$ cat config.mk
export PLATFORM = sky130hd
export DESIGN_NAME = fixed_convert_flat
export DESIGN_NICKNAME = d
export VERILOG_FILES = /design/src/rtl/fixed_convert_if.sv /design/src/rtl/fixed_convert.sv /design/src/flat_wrapper.sv
export SDC_FILE = /design/constraint.sdc
export NUM_CORES = 1
export LEC_CHECK = 0
export ABC_AREA = 1
export CAP_MARGIN = 30
export CELL_PAD_IN_SITES_DETAIL_PLACEMENT = 1
export CELL_PAD_IN_SITES_GLOBAL_PLACEMENT = 1
export CORE_AREA = 4 4 261 161
export CTS_CLUSTER_SIZE = 14
export DETAILED_ROUTE_END_ITERATION = 7
export DIE_AREA = 0 0 265 165
export GPL_TIMING_DRIVEN = 0
export PLACE_DENSITY_LB_ADDON = 0.1
export RECOVER_POWER = 25
export REMOVE_ABC_BUFFERS = 1
export SLEW_MARGIN = 20
export SYNTH_ARGS = -nofsm -noshare
export SYNTH_HDL_FRONTEND = slang
export SYNTH_SLANG_ARGS = --single-unit
export TNS_END_PERCENT = 30
$ cat constraint.sdc
create_clock -name clk -period 4.55 [get_ports clk]
set_clock_uncertainty 0.1 [all_clocks]
set_input_delay 0.6825 -clock clk [delete_from_list [all_inputs] [get_ports clk]]
set_output_delay 0.6825 -clock clk [all_outputs]
set_load 0.02 [all_outputs]
$ cat src/rtl/fixed_convert_if.sv
// Bundle of the fixed_convert converter and adder signals.
// master: the CORDIC datapath that drives operands and consumes results.
// slave:  the fixed_convert block itself.
interface fixed_convert_if #(
    parameter int W = 24
) ();
    logic         clk_en;
    logic         f2x_valid_in;
    logic [31:0]  flt_in;
    logic         f2x_valid_out;
    logic [W-1:0] fix_out;
    logic         x2f_valid_in;
    logic [W-1:0] fix_in;
    logic         x2f_valid_out;
    logic [31:0]  flt_out;
    logic [W-1:0] as_a;
    logic [W-1:0] as_b;
    logic         as_add;
    logic [W-1:0] as_result;
    logic         as_ovf;

    modport master (
        output clk_en, f2x_valid_in, flt_in, x2f_valid_in, fix_in, as_a, as_b, as_add,
        input  f2x_valid_out, fix_out, x2f_valid_out, flt_out, as_result, as_ovf
    );

    modport slave (
        input  clk_en, f2x_valid_in, flt_in, x2f_valid_in, fix_in, as_a, as_b, as_add,
        output f2x_valid_out, fix_out, x2f_valid_out, flt_out, as_result, as_ovf
    );
endinterface

$ cat src/rtl/fixed_convert.sv
// Float <-> signed Q(INTEGER_WIDTH).(FRACTIONAL_WIDTH) conversion pipelines and
// the combinational fixed-point adder/subtractor for the CORDIC datapath.
// Both converters: stage A decodes, stage B rounds/normalizes, then LATENCY-2
// plain delay stages. LATENCY must be at least 2; fixed-to-float is exact for W <= 24.
// Optional feature: define SAT_ADDSUB_EN to saturate as_result on overflow
// (default build wraps modulo 2^W).
module fixed_convert #(
    parameter int INTEGER_WIDTH    = 4,
    parameter int FRACTIONAL_WIDTH = 20,
    parameter int LATENCY          = 3
) (
    input logic           clk,
    input logic           rst,
    fixed_convert_if.slave bus
);
    localparam int W     = INTEGER_WIDTH + FRACTIONAL_WIDTH;
    localparam int DEPTH = LATENCY - 1;
    // Biased exponent at which |value| >= 2^(INTEGER_WIDTH-1): always saturates.
    localparam logic [7:0] EXP_SAT = 8'(127 + INTEGER_WIDTH - 1);
    // Shift that turns the 24-bit mantissa into value * 2^(FRACTIONAL_WIDTH+1).
    localparam int SH_BIAS = 149 - FRACTIONAL_WIDTH;
    localparam logic [W-1:0] FIX_MAX = {1'b0, {(W-1){1'b1}}};
    localparam logic [W-1:0] FIX_MIN = {1'b1, {(W-1){1'b0}}};

    // float -> fixed, stage A: magnitude carries one extra fractional bit for rounding
    logic              f2x_a_valid_d, f2x_a_valid_q;
    logic              f2x_a_sign_d,  f2x_a_sign_q;
    logic              f2x_a_sat_d,   f2x_a_sat_q;
    logic [W-1:0]      f2x_a_mag_d,   f2x_a_mag_q;
    logic [7:0]        f2x_exp;
    logic signed [31:0] f2x_sh;
    logic [W+23:0]     f2x_mant;
    logic [W-1:0]      f2x_rnd;
    logic              f2x_sat;
    logic [W-1:0]      f2x_data_d [DEPTH];
    logic [W-1:0]      f2x_data_q [DEPTH];
    logic [DEPTH-1:0]  f2x_vld_d,  f2x_vld_q;

    // fixed -> float, stage A: sign and magnitude (most negative code maps to 2^(W-1))
    logic              x2f_a_valid_d, x2f_a_valid_q;
    logic              x2f_a_sign_d,  x2f_a_sign_q;
    logic [W-1:0]      x2f_a_mag_d,   x2f_a_mag_q;
    logic [7:0]        x2f_lod;
    logic [22:0]       x2f_frac;
    logic [31:0]       x2f_data_d [DEPTH];
    logic [31:0]       x2f_data_q [DEPTH];
    logic [DEPTH-1:0]  x2f_vld_d,  x2f_vld_q;

    logic [W:0]        as_sum;

    // Decode the float: class it, and align its mantissa to the fixed grid (plus a half bit).
    always_comb begin
        // NOTE: every always_comb output gets a default first, so no path can leave a latch.
        f2x_a_valid_d = bus.f2x_valid_in;
        f2x_a_sign_d  = bus.flt_in[31];
        f2x_a_sat_d   = 1'b0;
        f2x_a_mag_d   = '0;
        f2x_exp       = bus.flt_in[30:23];
        f2x_sh        = $signed({24'd0, f2x_exp}) - SH_BIAS;
        f2x_mant      = {{W{1'b0}}, 1'b1, bus.flt_in[22:0]};
        if (f2x_exp == 8'hFF) begin
            // Inf saturates; NaN keeps magnitude 0 and converts to 0.
            f2x_a_sat_d = (bus.flt_in[22:0] == 23'd0);
        end else if (f2x_exp >= EXP_SAT) begin
            f2x_a_sat_d = 1'b1;
        end else if (f2x_exp != 8'h00) begin
            // Denormals and zero stay 0; normals shift, truncating below the half bit.
            if (f2x_sh >= 0) f2x_a_mag_d = W'(f2x_mant << f2x_sh);
            else             f2x_a_mag_d = W'(f2x_mant >> (-f2x_sh));
        end
    end

    // Round half away from zero, saturate, apply sign; feed the delay line.
    always_comb begin
        f2x_rnd = W'(({1'b0, f2x_a_mag_q} + (W+1)'(1)) >> 1);
        f2x_sat = f2x_a_sat_q | f2x_rnd[W-1];
        if (f2x_sat)           f2x_data_d[0] = f2x_a_sign_q ? FIX_MIN : FIX_MAX;
        else if (f2x_a_sign_q) f2x_data_d[0] = -f2x_rnd;
        else                   f2x_data_d[0] = f2x_rnd;
        f2x_vld_d[0] = f2x_a_valid_q;
        for (int i = 1; i < DEPTH; i++) begin
            f2x_data_d[i] = f2x_data_q[i-1];
            f2x_vld_d[i]  = f2x_vld_q[i-1];
        end
    end

    // Split the fixed operand into sign and magnitude.
    always_comb begin
        x2f_a_valid_d = bus.x2f_valid_in;
        x2f_a_sign_d  = bus.fix_in[W-1];
        x2f_a_mag_d   = bus.fix_in[W-1] ? -bus.fix_in : bus.fix_in;
    end

    // Leading-one detect, normalize and pack the float; feed the delay line.
    always_comb begin
        x2f_lod = '0;
        for (int i = 0; i < W; i++) begin
            if (x2f_a_mag_q[i]) x2f_lod = 8'(i);
        end
        // Move the leading one to bit 23 and drop it (hidden bit).
        x2f_frac = 23'(24'(x2f_a_mag_q) << (23 - int'(x2f_lod)));
        if (x2f_a_mag_q == '0) x2f_data_d[0] = 32'd0;
        else x2f_data_d[0] = {x2f_a_sign_q, 8'(127 - FRACTIONAL_WIDTH + int'(x2f_lod)), x2f_frac};
        x2f_vld_d[0] = x2f_a_valid_q;
        for (int i = 1; i < DEPTH; i++) begin
            x2f_data_d[i] = x2f_data_q[i-1];
            x2f_vld_d[i]  = x2f_vld_q[i-1];
        end
    end

    // Signed add/subtract with an extra sign bit to detect overflow of the true result.
    always_comb begin
        as_sum = bus.as_add ? {bus.as_a[W-1], bus.as_a} + {bus.as_b[W-1], bus.as_b}
                            : {bus.as_a[W-1], bus.as_a} - {bus.as_b[W-1], bus.as_b};
        bus.as_ovf    = as_sum[W] ^ as_sum[W-1];
        bus.as_result = as_sum[W-1:0];
`ifdef SAT_ADDSUB_EN
        if (bus.as_ovf) bus.as_result = as_sum[W] ? FIX_MIN : FIX_MAX;
`endif
    end

    // Pipeline registers: reset clears all, clk_en low holds all.
    always_ff @(posedge clk) begin
        // NOTE: sequential state uses non-blocking assignments so every flop samples pre-edge values.
        if (rst) begin
            f2x_a_valid_q <= 1'b0;
            f2x_a_sign_q  <= 1'b0;
            f2x_a_sat_q   <= 1'b0;
            f2x_a_mag_q   <= '0;
            x2f_a_valid_q <= 1'b0;
            x2f_a_sign_q  <= 1'b0;
            x2f_a_mag_q   <= '0;
            f2x_vld_q     <= '0;
            x2f_vld_q     <= '0;
            // NOTE: data stages are reset too, since the outputs must read 0 after reset.
            for (int i = 0; i < DEPTH; i++) begin
                f2x_data_q[i] <= '0;
                x2f_data_q[i] <= '0;
            end
        end else if (bus.clk_en) begin
            f2x_a_valid_q <= f2x_a_valid_d;
            f2x_a_sign_q  <= f2x_a_sign_d;
            f2x_a_sat_q   <= f2x_a_sat_d;
            f2x_a_mag_q   <= f2x_a_mag_d;
            x2f_a_valid_q <= x2f_a_valid_d;
            x2f_a_sign_q  <= x2f_a_sign_d;
            x2f_a_mag_q   <= x2f_a_mag_d;
            f2x_vld_q     <= f2x_vld_d;
            x2f_vld_q     <= x2f_vld_d;
            for (int i = 0; i < DEPTH; i++) begin
                f2x_data_q[i] <= f2x_data_d[i];
                x2f_data_q[i] <= x2f_data_d[i];
            end
        end
    end

    assign bus.fix_out       = f2x_data_q[DEPTH-1];
    assign bus.f2x_valid_out = f2x_vld_q[DEPTH-1];
    assign bus.flt_out       = x2f_data_q[DEPTH-1];
    assign bus.x2f_valid_out = x2f_vld_q[DEPTH-1];
endmodule

$ cat src/flat_wrapper.sv
// flat-port wrapper written by rule: the top's interface ports become plain ports
module fixed_convert_flat 
#(
    parameter int INTEGER_WIDTH    = 4,
    parameter int FRACTIONAL_WIDTH = 20,
    parameter int LATENCY          = 3
)
  (clk, rst, bus_clk_en, bus_f2x_valid_in, bus_flt_in, bus_x2f_valid_in, bus_fix_in, bus_as_a, bus_as_b, bus_as_add, bus_f2x_valid_out, bus_fix_out, bus_x2f_valid_out, bus_flt_out, bus_as_result, bus_as_ovf);
  fixed_convert_if #(.W((24))) bus_i ();
  input logic clk;
  input logic rst;
  input wire logic [$bits(bus_i.clk_en)-1:0] bus_clk_en;
  input wire logic [$bits(bus_i.f2x_valid_in)-1:0] bus_f2x_valid_in;
  input wire logic [$bits(bus_i.flt_in)-1:0] bus_flt_in;
  input wire logic [$bits(bus_i.x2f_valid_in)-1:0] bus_x2f_valid_in;
  input wire logic [$bits(bus_i.fix_in)-1:0] bus_fix_in;
  input wire logic [$bits(bus_i.as_a)-1:0] bus_as_a;
  input wire logic [$bits(bus_i.as_b)-1:0] bus_as_b;
  input wire logic [$bits(bus_i.as_add)-1:0] bus_as_add;
  output wire logic [$bits(bus_i.f2x_valid_out)-1:0] bus_f2x_valid_out;
  output wire logic [$bits(bus_i.fix_out)-1:0] bus_fix_out;
  output wire logic [$bits(bus_i.x2f_valid_out)-1:0] bus_x2f_valid_out;
  output wire logic [$bits(bus_i.flt_out)-1:0] bus_flt_out;
  output wire logic [$bits(bus_i.as_result)-1:0] bus_as_result;
  output wire logic [$bits(bus_i.as_ovf)-1:0] bus_as_ovf;
  assign bus_i.clk_en = bus_clk_en;
  assign bus_i.f2x_valid_in = bus_f2x_valid_in;
  assign bus_i.flt_in = bus_flt_in;
  assign bus_i.x2f_valid_in = bus_x2f_valid_in;
  assign bus_i.fix_in = bus_fix_in;
  assign bus_i.as_a = bus_as_a;
  assign bus_i.as_b = bus_as_b;
  assign bus_i.as_add = bus_as_add;
  assign bus_f2x_valid_out = bus_i.f2x_valid_out;
  assign bus_fix_out = bus_i.fix_out;
  assign bus_x2f_valid_out = bus_i.x2f_valid_out;
  assign bus_flt_out = bus_i.flt_out;
  assign bus_as_result = bus_i.as_result;
  assign bus_as_ovf = bus_i.as_ovf;
  fixed_convert #(.INTEGER_WIDTH(INTEGER_WIDTH), .FRACTIONAL_WIDTH(FRACTIONAL_WIDTH), .LATENCY(LATENCY)) u_core (.clk(clk), .rst(rst), .bus(bus_i));
endmodule
==> results.ini <==
[logic_synthesis]
async_reset_ff_share_pct = 0
synth-seq-cells = 169
synth_cell_type_count = 62
syn_area_per_cell_um2 = 6.67
synth_ff_type = edfxtp_1
synth_most_common_cell = nand2_1
yosys.area.top_type_share_pct = 24.6
synth_area_leaders = edfxtp_1 25%, nand2_1 14%, dfxtp_1 8.4%
synth_cells = 2048
synth-edff-count = 112
yosysTopAreaCell = edfxtp_1
netlist_area_um2 = 13700
synth_common_cells = 508 x nand2_1, 245 x inv_1, 211 x nor2_1
yosysSeqAreaShare_pct = 33.0
yosysWarnings = 0

[worst_setup_path]
reg2reg_slack_ns = 0.58
cp-end-kind = output pin
critPathKind = input pin to output pin
crit_arrival_ns = 3.72
worst_ep_required_time_ns = 3.77
start_kind = input pin
cp_max_fo = 4

[sta]
setup_slack_ns = 0.0458
grt_setup_unrepaired = true
max_slew_margin_pct = 17.5
finalSetupViolCount = 0
holdWs_ns = 0.375
finalHoldViolations = 0
period_share_pct = 99.0
min_period_ns = 4.50
finalMaxSlewViolations = 0
tightest_slew_ns = 1.23
max_freq_ghz = 0.222

[power_and_ir_drop]
power.leakage_nw = 7.67
seqPwrFrac_pct = 32.7
clkPwrFrac_pct = 26.7
swShare_pct = 39.5
vdd_drop_max_mv = 0.264
p_int_mw = 3.34
comb_power_share_pct = 40.7
powerDensity_nw_per_um2 = 310
switchingPower_mw = 2.18

[detailed_routing]
ant_nets = 0
finalWirelength_um = 52400
num_vias = 14700
drt_iter0_markers = 1015
drc = 0
drt-vias-per-instance = 5.28
first_pass_iters = 5
wl_per_cell_um = 18.8

[clock_network]
ctsLongestPathBuffers = 2
clockRootBuffer = clkbuf_16
cts_tree = done
cts_inserted_buffers = 17
cts_htree_levels = 4
path_clk_slew_ns = 0.08
clk_latency_ns = 0.44
cts.sinks = 169

[grt]
antenna_found_initial = 1
grtUsageTotal_pct = 23.2
first_global_vias = 14400
grt_max_degree = 72
overflow = 0
grt_pass1_wl_um = 81000

[floorplan]
ios = 193
die-width_um = 265
start_util_pct = 34.3
core_area_um2 = 39800
die_h_um = 165
dieArea_um2 = 43700
std_cell_rows = 57

[layout]
layout-drive-gt1-share_pct = 12.3
nNetsFinal = 2401
area_growth_pct = 30.3

[placement]
gp_congestion = 0.917
io_buffer_count = 192
hpwl_um = 40300
pre_cts_slack_ns = -1.95

[run_status]
status = completed

[min_path]
hp-class = flip-flop to flip-flop

[flow_run]
drv_cap = 0

## placed cells by master, fill, tap and decap left out, types with 9 or more instances in the layout
cell / n
nand2_1: 492
inv_1: 234
nor2_1: 198
nand3_1: 183
a21oi_1: 125
edfxtp_1: 112
clkdlybuf4s50_1: 110
o21ai_0: 104
buf_4: 57
dfxtp_1: 57
dlygate4sd3_1: 49
xor2_1: 47
o21ai_1: 42
ha_1: 36
o22ai_1: 31
nor3_1: 24
nand4_1: 22
xnor2_1: 19
clkbuf_16: 17
nor2_2: 16
o21ai_2: 16
nand2_2: 13
inv_2: 12
nor2_4: 10
a21oi_2: 10
a31oi_1: 10
nor4_1: 9
buf_6: 9
## cell families (layout without fill, tap and decap cells)
kind of cell             count (synthesis)  after routing  synth area share, %
AND/OR/NAND/NOR                       1011           1012                 31.8
AO/OA/AOI/OAI                          395            395                 16.1
buffers and inverters                  351            560                 9.95
flip-flops                             169            169                 33.0
XOR/XNOR                                72             72                 4.67
adder cells (fa/ha/maj)                 46             46                 4.27
multiplexers                             4              4                0.293
other                                    0              2                    0
## routing by layer
metal,wire length [um],track usage [%]
met1,28100,37.5
met2,20700,32.0
met3,3180,4.27
met4,435,3.00
met5,0,0
## flip-flops by register name, indices dropped and copies added (netlist names)
name and count:
u_core.x2f_a_valid_q 1, u_core.x2f_a_mag_q 24, u_core.f2x_a_valid_q 1, u_core.f2x_data_q 48, u_core.x2f_data_q 64, u_core.f2x_a_sat_q 1, u_core.f2x_vld_q 2, u_core.x2f_vld_q 2
u_core.x2f_a_sign_q 1, u_core.f2x_a_mag_q 24, u_core.f2x_a_sign_q 1
## area by class of cell
class	instances	area, um^2
inverter	262	1020
antenna	2	5.00
tap	531	664
fill	4976	22000
sequential	169	4500
timing repair inverter	2	10.0
clock inverter	14	150
timing repair buffer	264	2570
multi-input combinational	1529	8440
clock buffer	18	433
## power groups by stage
stage                     logic (mW)  clock network, mW  registers, mW
final                           2.24               1.47           1.80
after global routing            2.46               1.58           1.81
after CTS                       2.13               1.50           1.80
after detailed placement        2.05                  0           1.84
after global placement          1.99                  0           1.84
after floorplan                 1.19                  0           1.88
## what timing repair did
action / CTS / global route
hold buffers: 0 / 0
pin swaps: 50 / 64
setup endpoints to repair: 44 / 38
setup buffers: 36 / 25
gates resized for setup: 143 / 106
cloned: 2 / 1
hold endpoints to repair: 0 / 0
## stage by stage
stage | util (%) | setup TNS, ns | area, um^2 | power, mW | std cells
after floorplan | - | -121.63 | 13300 | 3.07 | 1959
after global placement | 39.9 | -788.91 | 15900 | 3.84 | 2682
after detailed placement | 40.4 | -62.58 | 16100 | 3.89 | 2691
after CTS | 43.3 | 0 | 17200 | 5.44 | 2761
after global routing | 44.7 | -0.614 | 17800 | 5.84 | 2790
final | 44.7 | 0 | 17800 | 5.51 | 2791
## worst paths after layout
kind | start | endpoint | depth (start not counted)
worst max-delay path | bus_as_b[0] | bus_as_ovf | 18
worst min-delay path | u_core.x2f_a_valid_q | u_core.x2f_vld_q[0] | 2
worst max register to register | u_core.x2f_a_mag_q[23] | u_core.x2f_data_q[0][16] | 9
worst min register to register | u_core.x2f_a_valid_q | u_core.x2f_vld_q[0] | 2
## critical path, cell delays in order
cell and delay [ns]:
buf_8 0.10, nor3_4 0.22, buf_6 0.14, nand2_4 0.05, nor3_4 0.30, a21oi_2 0.10
xor2_1 0.17, ha_1 0.37, nand2_1 0.10, o21ai_2 0.17, inv_1 0.07, o21a_1 0.19
o21bai_1 0.17, nand2_1 0.11, o211ai_1 0.21, xor2_1 0.25, xnor2_1 0.15, buf_4 0.16
Note: power is estimated with default switching activity, not from simulation.
